$ cat config.mk
export PLATFORM = sky130hd
export DESIGN_NAME = i2c_target
export DESIGN_NICKNAME = d
export VERILOG_FILES = /design/src/rtl/i2c_target.sv
export SDC_FILE = /design/constraint.sdc
export NUM_CORES = 1
export LEC_CHECK = 0
export CAP_MARGIN = 40
export CORE_MARGIN = 4
export CORE_UTILIZATION = 50
export DETAILED_ROUTE_END_ITERATION = 8
export PLACE_DENSITY = 0.83
export SYNTH_ARGS = -nofsm -noshare
export SYNTH_HDL_FRONTEND = slang
export SYNTH_SLANG_ARGS = --single-unit
$ cat constraint.sdc
create_clock -name clk -period 3.4 [get_ports clk]
set_clock_uncertainty 0.15 [all_clocks]
set_input_delay 0.51 -clock clk [delete_from_list [all_inputs] [get_ports clk]]
set_output_delay 0.51 -clock clk [all_outputs]
set_load 0.005 [all_outputs]
$ cat src/rtl/i2c_target.sv
// I2C target: decodes START/STOP and a 7-bit address, then serves an 8-bit register
// space through a pointer byte. Open-drain SDA only; SCL is never stretched.
module i2c_target #(
  parameter logic [6:0] DEV_ADDR    = 7'h2A,
  parameter int         SYNC_STAGES = 2
) (
  input  logic       clk,
  input  logic       reset,
  input  logic       scl_in,
  input  logic       sda_in,
  output logic       sda_oe,
  output logic       wr_en,
  output logic [7:0] wr_addr,
  output logic [7:0] wr_data,
  output logic [7:0] rd_addr,
  input  logic [7:0] rd_data,
  output logic       rd_req,
  output logic       busy
);

  typedef enum logic [3:0] {IDLE, ADDR, ACK_A, PTR, WR, ACK_W, RD, MACK, IGNORE} state_t;

  state_t                 state;
  logic [SYNC_STAGES-1:0] scl_sync, sda_sync;
  logic                   scl_prev, sda_prev;
  logic                   scl_s, sda_s;
  logic                   scl_rise, scl_fall, start_cond, stop_cond;
  logic [7:0]             shift, pointer, rx_byte;
  logic [2:0]             bit_cnt;
  logic                   rw, ack_on;

  assign scl_s      = scl_sync[SYNC_STAGES-1];
  assign sda_s      = sda_sync[SYNC_STAGES-1];
  assign scl_rise   = scl_s & ~scl_prev;
  assign scl_fall   = ~scl_s & scl_prev;
  assign start_cond = scl_s & scl_prev & sda_prev & ~sda_s;
  assign stop_cond  = scl_s & scl_prev & ~sda_prev & sda_s;
  assign rx_byte    = {shift[6:0], sda_s};
  assign rd_addr    = pointer;

  always_ff @(posedge clk) begin
    if (!reset) begin
      state    <= IDLE;
      scl_sync <= '1;
      sda_sync <= '1;
      scl_prev <= 1'b1;
      sda_prev <= 1'b1;
      sda_oe   <= 1'b0;
      wr_en    <= 1'b0;
      rd_req   <= 1'b0;
      busy     <= 1'b0;
      wr_addr  <= 8'h00;
      wr_data  <= 8'h00;
      pointer  <= 8'h00;
      shift    <= 8'h00;
      bit_cnt  <= 3'd0;
      rw       <= 1'b0;
      ack_on   <= 1'b0;
    end else begin
      scl_sync <= {scl_sync[SYNC_STAGES-2:0], scl_in};
      sda_sync <= {sda_sync[SYNC_STAGES-2:0], sda_in};
      scl_prev <= scl_s;
      sda_prev <= sda_s;
      wr_en    <= 1'b0;
      rd_req   <= 1'b0;
      if (start_cond) begin
        state   <= ADDR;
        bit_cnt <= 3'd0;
        sda_oe  <= 1'b0;
        busy    <= 1'b0;
        ack_on  <= 1'b0;
      end else if (stop_cond) begin
        state  <= IDLE;
        sda_oe <= 1'b0;
        busy   <= 1'b0;
        ack_on <= 1'b0;
      end else if (rd_req) begin
        // rd_addr has been stable for a clock, so a registered register file is also valid here
        shift  <= rd_data;
        sda_oe <= ~rd_data[7];
      end else begin
        case (state)
          ADDR, PTR, WR: begin
            if (scl_rise) begin
              shift   <= rx_byte;
              bit_cnt <= bit_cnt + 3'd1;
              if (bit_cnt == 3'd7) begin
                if (state == ADDR) begin
                  rw    <= rx_byte[0];
                  state <= (rx_byte[7:1] == DEV_ADDR && rx_byte[7:1] != 7'd0) ? ACK_A : IGNORE;
                end else if (state == PTR) begin
                  pointer <= rx_byte;
                  state   <= ACK_W;
                end else begin
                  wr_en   <= 1'b1;
                  wr_addr <= pointer;
                  wr_data <= rx_byte;
                  pointer <= pointer + 8'd1;
                  state   <= ACK_W;
                end
              end
            end
          end
          ACK_A, ACK_W: begin
            // first falling edge starts the ACK slot, the second one ends it
            if (scl_fall) begin
              if (!ack_on) begin
                ack_on <= 1'b1;
                sda_oe <= 1'b1;
                if (state == ACK_A) busy <= 1'b1;
              end else begin
                ack_on  <= 1'b0;
                bit_cnt <= 3'd0;
                if (state == ACK_A && rw) begin
                  state  <= RD;
                  rd_req <= 1'b1;
                end else begin
                  sda_oe <= 1'b0;
                  state  <= (state == ACK_A) ? PTR : WR;
                end
              end
            end
          end
          RD: begin
            if (scl_fall) begin
              bit_cnt <= bit_cnt + 3'd1;
              if (bit_cnt == 3'd7) begin
                sda_oe  <= 1'b0;
                pointer <= pointer + 8'd1;
                state   <= MACK;
                ack_on  <= 1'b0;
              end else begin
                shift  <= {shift[6:0], 1'b0};
                sda_oe <= ~shift[6];
              end
            end
          end
          MACK: begin
            if (scl_rise) begin
              if (sda_s) state <= IGNORE;
              else       ack_on <= 1'b1;
            end else if (scl_fall && ack_on) begin
              ack_on  <= 1'b0;
              bit_cnt <= 3'd0;
              state   <= RD;
              rd_req  <= 1'b1;
            end
          end
          default: ;
        endcase
      end
    end
  end

endmodule

==> results of run 1 <==
final cells by class:
class / count / area, um^2 / share of cell area (%)
multi-input combinational: 226 / 1560 / 49.0
sequential: 50 / 1000 / 31.5
tap: 70 / 87.6 / 2.76
inverter: 6 / 22.5 / 0.709
timing repair buffer: 41 / 405 / 12.8
clock inverter: 1 / 8.76 / 0.276
clock buffer: 7 / 96.3 / 3.03
kinds of logic (layout without fill, tap and decap cells):
logic type / after synthesis / in the layout / synth area share (%)
fa+ha+maj: 3 / 3 / 1.39
flops: 50 / 50 / 37.2
xor+xnor: 1 / 1 / 0.325
buf+inv: 27 / 55 / 5.11
simple gates: 127 / 127 / 25.6
mux: 33 / 33 / 12.8
compound gates: 62 / 62 / 17.6
synthesized netlist by cell type, drive strengths merged (2+ instances only):
cell	n	area share, %
o22ai	2	0.46
clkbuf	7	0.98
nand3	11	2.2
nor2b	22	5.2
nor3b	2	0.74
a41oi	2	1.3
and3	3	0.70
a22o	6	2.0
nand2	38	5.3
ha	3	1.4
a31oi	3	0.93
o21ai	9	1.7
nor3	4	0.74
mux2	8	3.5
dfxtp	50	37
nand4b	2	0.65
a21oi	15	2.8
nand4	4	0.93
buf	14	3.3
nand3b	3	0.84
mux2i	25	9.3
or3b	2	0.74
o31ai	6	1.7
nor2	17	2.4
nand2b	10	2.3
o211ai	6	1.9
a221oi	2	0.88
inv	6	0.84
a2111oi	2	0.88
through the flow:
| stage | utilization, % | area, um^2 | power (mW) | setup slack, ns |
|---|---|---|---|---|
| 6_report | 61.4 | 3180 | 1.05 | 1.07 |
| 2_1_floorplan | - | 2690 | 0.657 | 1.58 |
| 3_5_place_dp | 59.4 | 3070 | 0.678 | 1.14 |
| 4_1_cts | 61.4 | 3180 | 1.06 | 1.10 |
| 3_3_place_gp | 59.4 | 3070 | 0.677 | 1.21 |
| 5_1_grt | 61.4 | 3180 | 1.09 | 0.857 |
state kept, by name (all words and copies together) (netlist names), 2 cells and up:
register	flops
wr_data	8
wr_addr	8
scl_sync	2
shift	7
state	4
sda_sync	2
rd_addr	8
bit_cnt	3
worst reg2reg max path: cells and delay by family (launching register included):
kind | cells | cell delay [ns]
flip-flops | 1 | 0.75
AND/OR/NAND/NOR | 1 | 0.27
AO/OA/AOI/OAI | 4 | 1.05
power groups by stage:
stage          registers (mW)  clock network (mW)  logic (mW)
6_report                0.600               0.385      0.0649
5_1_grt                 0.602               0.418      0.0713
4_1_cts                 0.600               0.391      0.0650
3_5_place_dp            0.613                   0      0.0646
3_3_place_gp            0.613                   0      0.0637
2_1_floorplan           0.608                   0      0.0490
how the worst max path moves through the flow:
stage	from	endpoint	cells past startpoint
2_1_floorplan	bit_cnt[0]	rd_addr[6]	8
3_3_place_gp	state[0]	rd_addr[0]	5
3_5_place_dp	state[0]	rd_addr[0]	5
4_1_cts	rd_req	rd_req	1
5_1_grt	state[0]	rd_addr[0]	5
6_report	state[0]	rd_addr[0]	5
layer usage:
layer	global-route usage [%]	share of wire (%)	vias to the layer above
met5	0	0	-
met4	6.08	1.3	0
met3	4.66	7.2	13
met2	31.4	47	103
met1	26.5	44	1088
li1	-	-	1132
==> flow_metrics.tcl, run 1 <==
set metrics [dict create \
    ant_nets 0 \
    intPower_uw 809 \
    firstDrtPassIters 5 \
    cts.clk_slew.worst_paths_ns 0.09 \
    syn_area_per_cell_um2 8.89 \
    viasPerCell 5.83 \
    grt-ovfl-total 0 \
    min_to "scl_sync[1]" \
    initial_core_util_pct 52.1 \
    num_antenna_cells 0 \
    rsz0062_at_grt "false" \
    cts_setup_buffers 0 \
    wl_per_cell_um 15.3 \
    crit_family "compound AO/OA/AOI/OAI gates" \
    drc_errors 0 \
    synth_edf_count 0 \
    worstHoldStart "scl_sync[0]" \
    grt_pass1_vias 2269 \
    holdBufCountCts 0 \
    fp.dieH_um 81.4 \
    max_stage_delay_ns 0.75 \
    maxCapViolCount 0 \
    startpoint_type "register" \
    maxSlewViolCount 0 \
    cts_buffers 5 \
    worst_hold_slack_ns 0.262 \
    synth_ff_type "dfxtp_1" \
    cts_tree "built" \
    drt-total-wl_mm 6.15 \
    vias 2336 \
    post-route-min-period_ns 2.33 \
    area_growth_pct 17.9 \
    ios 40 \
    asyncSetResetFlopFracSynth_pct 0 \
    p_sw_uw 241 \
    power.share.sequential_pct 57.1 \
    cts_root_buffer "clkbuf_8" \
    synth_seq_area_share_pct 37.2 \
    row_count 26 \
    syn_area_um2 2690 \
    cp_slowest_cell "dfxtp_1" \
    p_clk_share_pct 36.7 \
    n_fill_cell 450 \
    tightest_slew_ns 0.660 \
    htree_levels 2 \
    die-area_um2 6630 \
    end_kind "register" \
    clock-sinks 50 \
    p_comb_share_pct 6.2 \
    fin_tns_setup_ns 0 \
    cts_buffer_depth 2 \
    worstPathRequired_ns 3.45 \
    timing.rr.end "rd_addr[0]" \
    slew_headroom_pct 55.9 \
    reg2reg_from "state[0]" \
    dp_hpwl_mm 4.23 \
    worst_r2r_path_depth 5 \
    crit_fanout 22 \
    drtIter0Drc 258 \
    setup-violations-final 0 \
    core_um2 5170 \
    placed_cells_incl_taps 393 \
    grt_max_degree 51 \
    path_cells "nand2b_1 > a2bb2oi_2 > o211ai_2 > a21oi_1 > o221a_2" \
    hold_violations 0 \
    p_sw_share_pct 23.0 \
    die_w_um 81.4 \
    p_per_area_nw_per_um2 331 \
    port_buffers 39 \
    drive_gt1_share_pct 9.97 \
    yosysWarningCount 0 \
    clock_latency_ns 0.30 \
    antenna_found_initial 0 \
    synth.distinct_cells 61 \
    worst-path-buf-inv 0 \
    whs_path_depth 1 \
    synth_nets 318 \
    grt_use_total_pct 19.8 \
    syn_inst 303 \
    timing.final.crit_share_pct 68.4 \
    grt_pass1_wl_mm 10.5 \
    status "complete, no violations" \
    critPathKind "register to register" \
    holdCritPathClass "register to register" \
    finalNonFillerCells 401 \
    p_leak_nw 1.23 \
    reg2reg_slack_ns 1.07 \
    ys_seq_elements 50 \
    worstPathArrival_ns 2.38 \
    gp_congestion 0.889 \
    fmax_mhz 430 \
    final_common_cell "dfxtp_1" \
    cts_resized 0 \
    final_nets 345 \
    peakVddDrop_mv 0.221 \
    final_cell_mix "dfxtp_1, clkdlybuf4s50_1, nand2_1" \
]
(Power assumes the default switching activity.)
==> inputs of run 2 (changes only) <==
- clock period: 3.4 -> 2.3 ns (I/O delays scaled with it)
==> run 2 against run 1 <==
  * Global-route usage increased by 1.1 points
  * Combinational power rose by 62%
  * Total power up 44%
  * Flip-flop and latch count unchanged
  * Count of clock-buffer cells in the layout decreased by 1
  * Clock power increased by 35%
  * Sequential share of layout area decreased by 0.40 points
  * Largest cell class unchanged
  * Highest routed layer unchanged
==> flow_metrics.tcl, run 2 (same netlist as run 1, synthesis figures left out) <==
set metrics [dict create \
    placed_cells_incl_taps 401 \
    htree_levels 2 \
    status "complete, no violations" \
    wl_per_cell_um 15.7 \
    fmax_mhz 468 \
    drt-total-wl_mm 6.43 \
    setup-violations-final 0 \
    p_clk_share_pct 34.5 \
    startpoint "bit_cnt[0]" \
    drive_gt1_share_pct 11.8 \
    final_nets 353 \
    ant_nets 0 \
    final_common_cell "dfxtp_1" \
    p_comb_share_pct 7.0 \
    firstDrtPassIters 4 \
    fin_tns_setup_ns 0 \
    p_per_area_nw_per_um2 469 \
    cts.clk_slew.worst_paths_ns 0.10 \
    row_count 26 \
    cts_tree "built" \
    crit_fanout 15 \
    final_util_pct 62.2 \
    dp_hpwl_mm 4.65 \
    die-area_um2 6630 \
    critPathKind "register to register" \
    path_cells "ha_1 > ha_1 > nand2b_1 > a221oi_2 > o211ai_2 > or2_1 > a21boi_1" \
    n_fill_cell 458 \
    cts_setup_buffers 0 \
    finalNonFillerCells 409 \
    worst_hold_slack_ns 0.262 \
    reg2reg_from "bit_cnt[0]" \
    timing.final.crit_share_pct 92.8 \
    grt_pass1_vias 2310 \
    holdCritPathClass "register to register" \
    area_growth_pct 19.5 \
    maxCapViolCount 0 \
    worstPathRequired_ns 2.39 \
    worstPathArrival_ns 2.22 \
    ios 40 \
    p_leak_nw 1.27 \
    path_common_cell "ha_1" \
    viasPerCell 5.77 \
    initial_core_util_pct 52.1 \
    cts_root_buffer "clkbuf_8" \
    clock_latency_ns 0.30 \
    power.share.sequential_pct 58.6 \
    drc_errors 0 \
    hold_violations 0 \
    intPower_mw 1.14 \
    fin_area_um2 3220 \
    num_antenna_cells 0 \
    cts_resized 0 \
    worst-path-buf-inv 0 \
    dpl-instance-area_um2 3130 \
    grt_use_total_pct 20.9 \
    cts_buffers 5 \
    grt-ovfl-total 0 \
    maxSlewViolCount 0 \
    grt_pass1_wl_mm 11.0 \
    crit_family "compound AO/OA/AOI/OAI gates" \
    drtIter0Drc 188 \
    gp_congestion 0.957 \
    core_um2 5170 \
    peakVddDrop_mv 0.377 \
    startpoint_type "register" \
    p_sw_uw 370 \
    vias 2358 \
    cts_buffer_depth 2 \
    cp_slowest_cell "dfxtp_1" \
    post-route-min-period_ns 2.14 \
    final_cell_mix "dfxtp_1, clkdlybuf4s50_1, nand2_1" \
    antenna_found_initial 0 \
    fp.dieH_um 81.4 \
    slew_headroom_pct 58.2 \
    p_sw_share_pct 24.5 \
    worstHoldStart "sda_sync[0]" \
    end_kind "register" \
    port_buffers 39 \
    max_stage_delay_ns 0.37 \
    rsz0062_at_grt "false" \
    holdBufCountCts 0 \
    clock-sinks 50 \
    grt_max_degree 40 \
    tightest_slew_ns 0.625 \
    die_w_um 81.4 \
]
-- run 2: final timing paths --
check             cells past startpoint  slack, ns     endpoint
hold reg to reg                       1       0.26  sda_sync[1]
setup reg to reg                      7       0.16   rd_addr[2]
hold / removal                        1       0.26  sda_sync[1]
setup / recovery                      7       0.16   rd_addr[2]
-- run 2: stage by stage --
step	setup WS [ns]	power, mW
5_1_grt	0.0426	1.56
4_1_cts	0.182	1.52
3_5_place_dp	0.219	1.01
3_3_place_gp	0.280	1.01
6_report	0.165	1.51
2_1_floorplan	0.480	0.971
-- run 2: area by class of cell --
class                   count  area (um^2)  area share [%]
well taps                  70         87.6            2.72
clock buffers               6         72.6            2.26
clock inverters             2         13.8           0.428
multi-input cells         226         1560            48.3
inverters                   6         22.5           0.700
flip-flops and latches     50         1000            31.1
repair buffers             49          465            14.5
-- run 2: worst register-to-register path: cells and delay by family, from the launching register on --
| family | cells | cell delay, ns |
|---|---|---|
| AO/OA/AOI/OAI | 3 | 0.65 |
| AND/OR/NAND/NOR | 2 | 0.43 |
| adder cells (fa/ha/maj) | 2 | 0.47 |
| flip-flops | 1 | 0.37 |
-- run 2: metal layers --
layer	GRT usage, %	vias up	wire [um]
li1	-	1155	-
met1	28.3	1127	3000
met2	33.1	66	3050
met3	4.43	10	296
met4	6.59	0	78
met5	0	-	0
-- run 2: power by group through the flow --
stage / Combinational, mW / Sequential [mW] / Clock (mW)
2_1_floorplan: 0.0724 / 0.898 / 0
3_3_place_gp: 0.103 / 0.904 / 0
3_5_place_dp: 0.104 / 0.904 / 0
4_1_cts: 0.105 / 0.884 / 0.530
5_1_grt: 0.116 / 0.886 / 0.559
6_report: 0.105 / 0.884 / 0.520
==> RTL change: new RTL, settings of run 2 <==
Put one more register stage on the output `rd_addr`, without a reset. The value now appears one clock later. The other outputs are not delayed to match. Comments in the files are not updated.
--- a/src/rtl/i2c_target.sv
+++ b/src/rtl/i2c_target.sv
@@ -38,3 +38,5 @@
   assign rx_byte    = {shift[6:0], sda_s};
-  assign rd_addr    = pointer;
+  always_ff @(posedge clk) begin
+    rd_addr <= pointer;
+  end
 
Function: no difference found for any inputs over 4 cycles, from zero or initial values and one cycle with reset low; that may be too few to reach the edited logic, so the function may still have changed.
==> RTL change against run 2 <==
Worst setup slack worse by 0.047 ns; synthesized area is 8.4% higher; non-clock buffer count is 6 higher; wire length is 13% higher; core utilization is 2.5 points higher; sequential cell count is 8 higher; first-iteration DRC count is 58% higher; cell area is 12% higher; maximum frequency is 2.1% lower.
Power is not compared: it rests on default switching activity, and its combinational part moved more than twofold at a synthesized area within 25%.
==> RTL change: results (changes against run 2) <==
Hold_ws = 0.248 ns (-0.0148 ns)
Synth cell types = 58 (-4.9%)
Synth Area in Adders = 1.29% (-0.11 points)
Syn nets = 351 (+10%)
R2R setup slack = 0.12 ns (-0.05 ns)
Hold Startpoint = pointer[7]$_SDFFE_PN0P_
Layout cell share with drive strength beyond 1 = 12.1% (+0.35 points)
Post-synthesis sequential area ratio = 39.8% (+2.6 points)
R2R depth = 6 (-1)
CP Data Arrival Time = 2.27 ns (+0.05 ns)
VDD IR max = 0.000453 V
Register area = 0.00116 mm2 (+16%)
Rel. slew slack = 66.0% (+7.7 points)
Synth Area in Compound Gates = 18.8% (+1.2 points)
Worst Hold Class = reg -> reg
Starting DRT DRC Count = 297 (+58%)
Synth Area in XOR/XNOR = 0.600% (+0.27 points)
Non-clock inverter count = 9 (+3)
Critical Path Source = state[0]$_SDFFE_PN0P_
Mux cell area share after synthesis = 7.58% (-5.2 points)
H-tree depth = 3 (+1)
Area of the multi-input gates = 0.00161 mm2 (+3.5%)
Area post-placement = 0.00340 mm2 (+8.7%)
Clock-cell share = 5.65% (+3.0 points)
Overall routing resource usage = 21.3% (+0.43 points)
Worst Hold Path EP = rd_addr[7]$_DFF_P_
Avg WL per Cell = 15.8 um (+0.53%)
Final Wtd Congestion = 0.964 (+0.75%)
Multi-input combinational cell count = 249 (+10%)
Status = completed
Signal buffers = 55 (+12%)
Tap Cells = 72 (+2.9%)
Hold Crit Depth = 0 (-1)
Via count = 2728 (+16%)
# fillers = 469 (+2.4%)
Top cells by area, synth = dfxtp_1 40%, mux2i_1 7.2%, nand2_1 4.6%
Dpl hpwl = 5050 um (+8.6%)
Reg clk slew, reported paths = 0.07 ns (-0.03 ns)
Worst-Skew Late Latency = 0.34 ns (+0.04 ns)
Drt first pass iters = 5 (+1)
Largest net degree at the start of global routing = 29 (-28%)
Top cells by count, synth = 58 x dfxtp_1, 36 x nand2_1, 36 x nor2_1
CTS Buf Count = 9 (+4)
Crit Path Max Fanout = 16 (+1)
Clock buffers = 10 (+4)
Synth async-reset ratio = 0% (unchanged)
Seq cells = 58 (+16%)
First-pass GRT wire length = 12300 um (+12%)
Crit path capture = state[2]$_SDFFE_PP0P_
Vias in the first global route = 2584 (+12%)
[RTL change: cell count changes in the layout (fill, tap and decap cells not counted), sizes merged, moves of 5 or more]
cell,run 2,this run
nor2,17,36
a21oi,15,21
a22o,6,0
dfxtp,50,58
buf,10,16
o211ai,6,1
nor2b,22,8
a41oi,2,7
nand3,11,22
mux2,8,1
[RTL change: critical path, stage by stage (launching register included)]
cell	delay, ns
dfxtp_1	0.49
buf_4	0.27
nand4b_2	0.18
o2111a_1	0.28
o32a_1	0.23
and2_1	0.20
a311oi_1	0.28
[RTL change: metrics by stage]
stage	setup WS, ns	total power [mW]	cells	utilization, %
floorplan	0.401	2.09	336	-
global placement	0.160	2.33	443	61.1
detailed placement	0.202	2.35	443	61.1
CTS	0.158	3.31	459	64.7
global route	0.0105	3.50	459	64.7
finish	0.118	3.31	459	64.7
[RTL change: metal layers]
metal,vias up,track usage (%),wire (um)
met3,21,4.32,503
met2,138,33.1,3300
met5,-,0,0
li1,1311,-,-
met4,0,11.7,218
met1,1258,27.8,3230
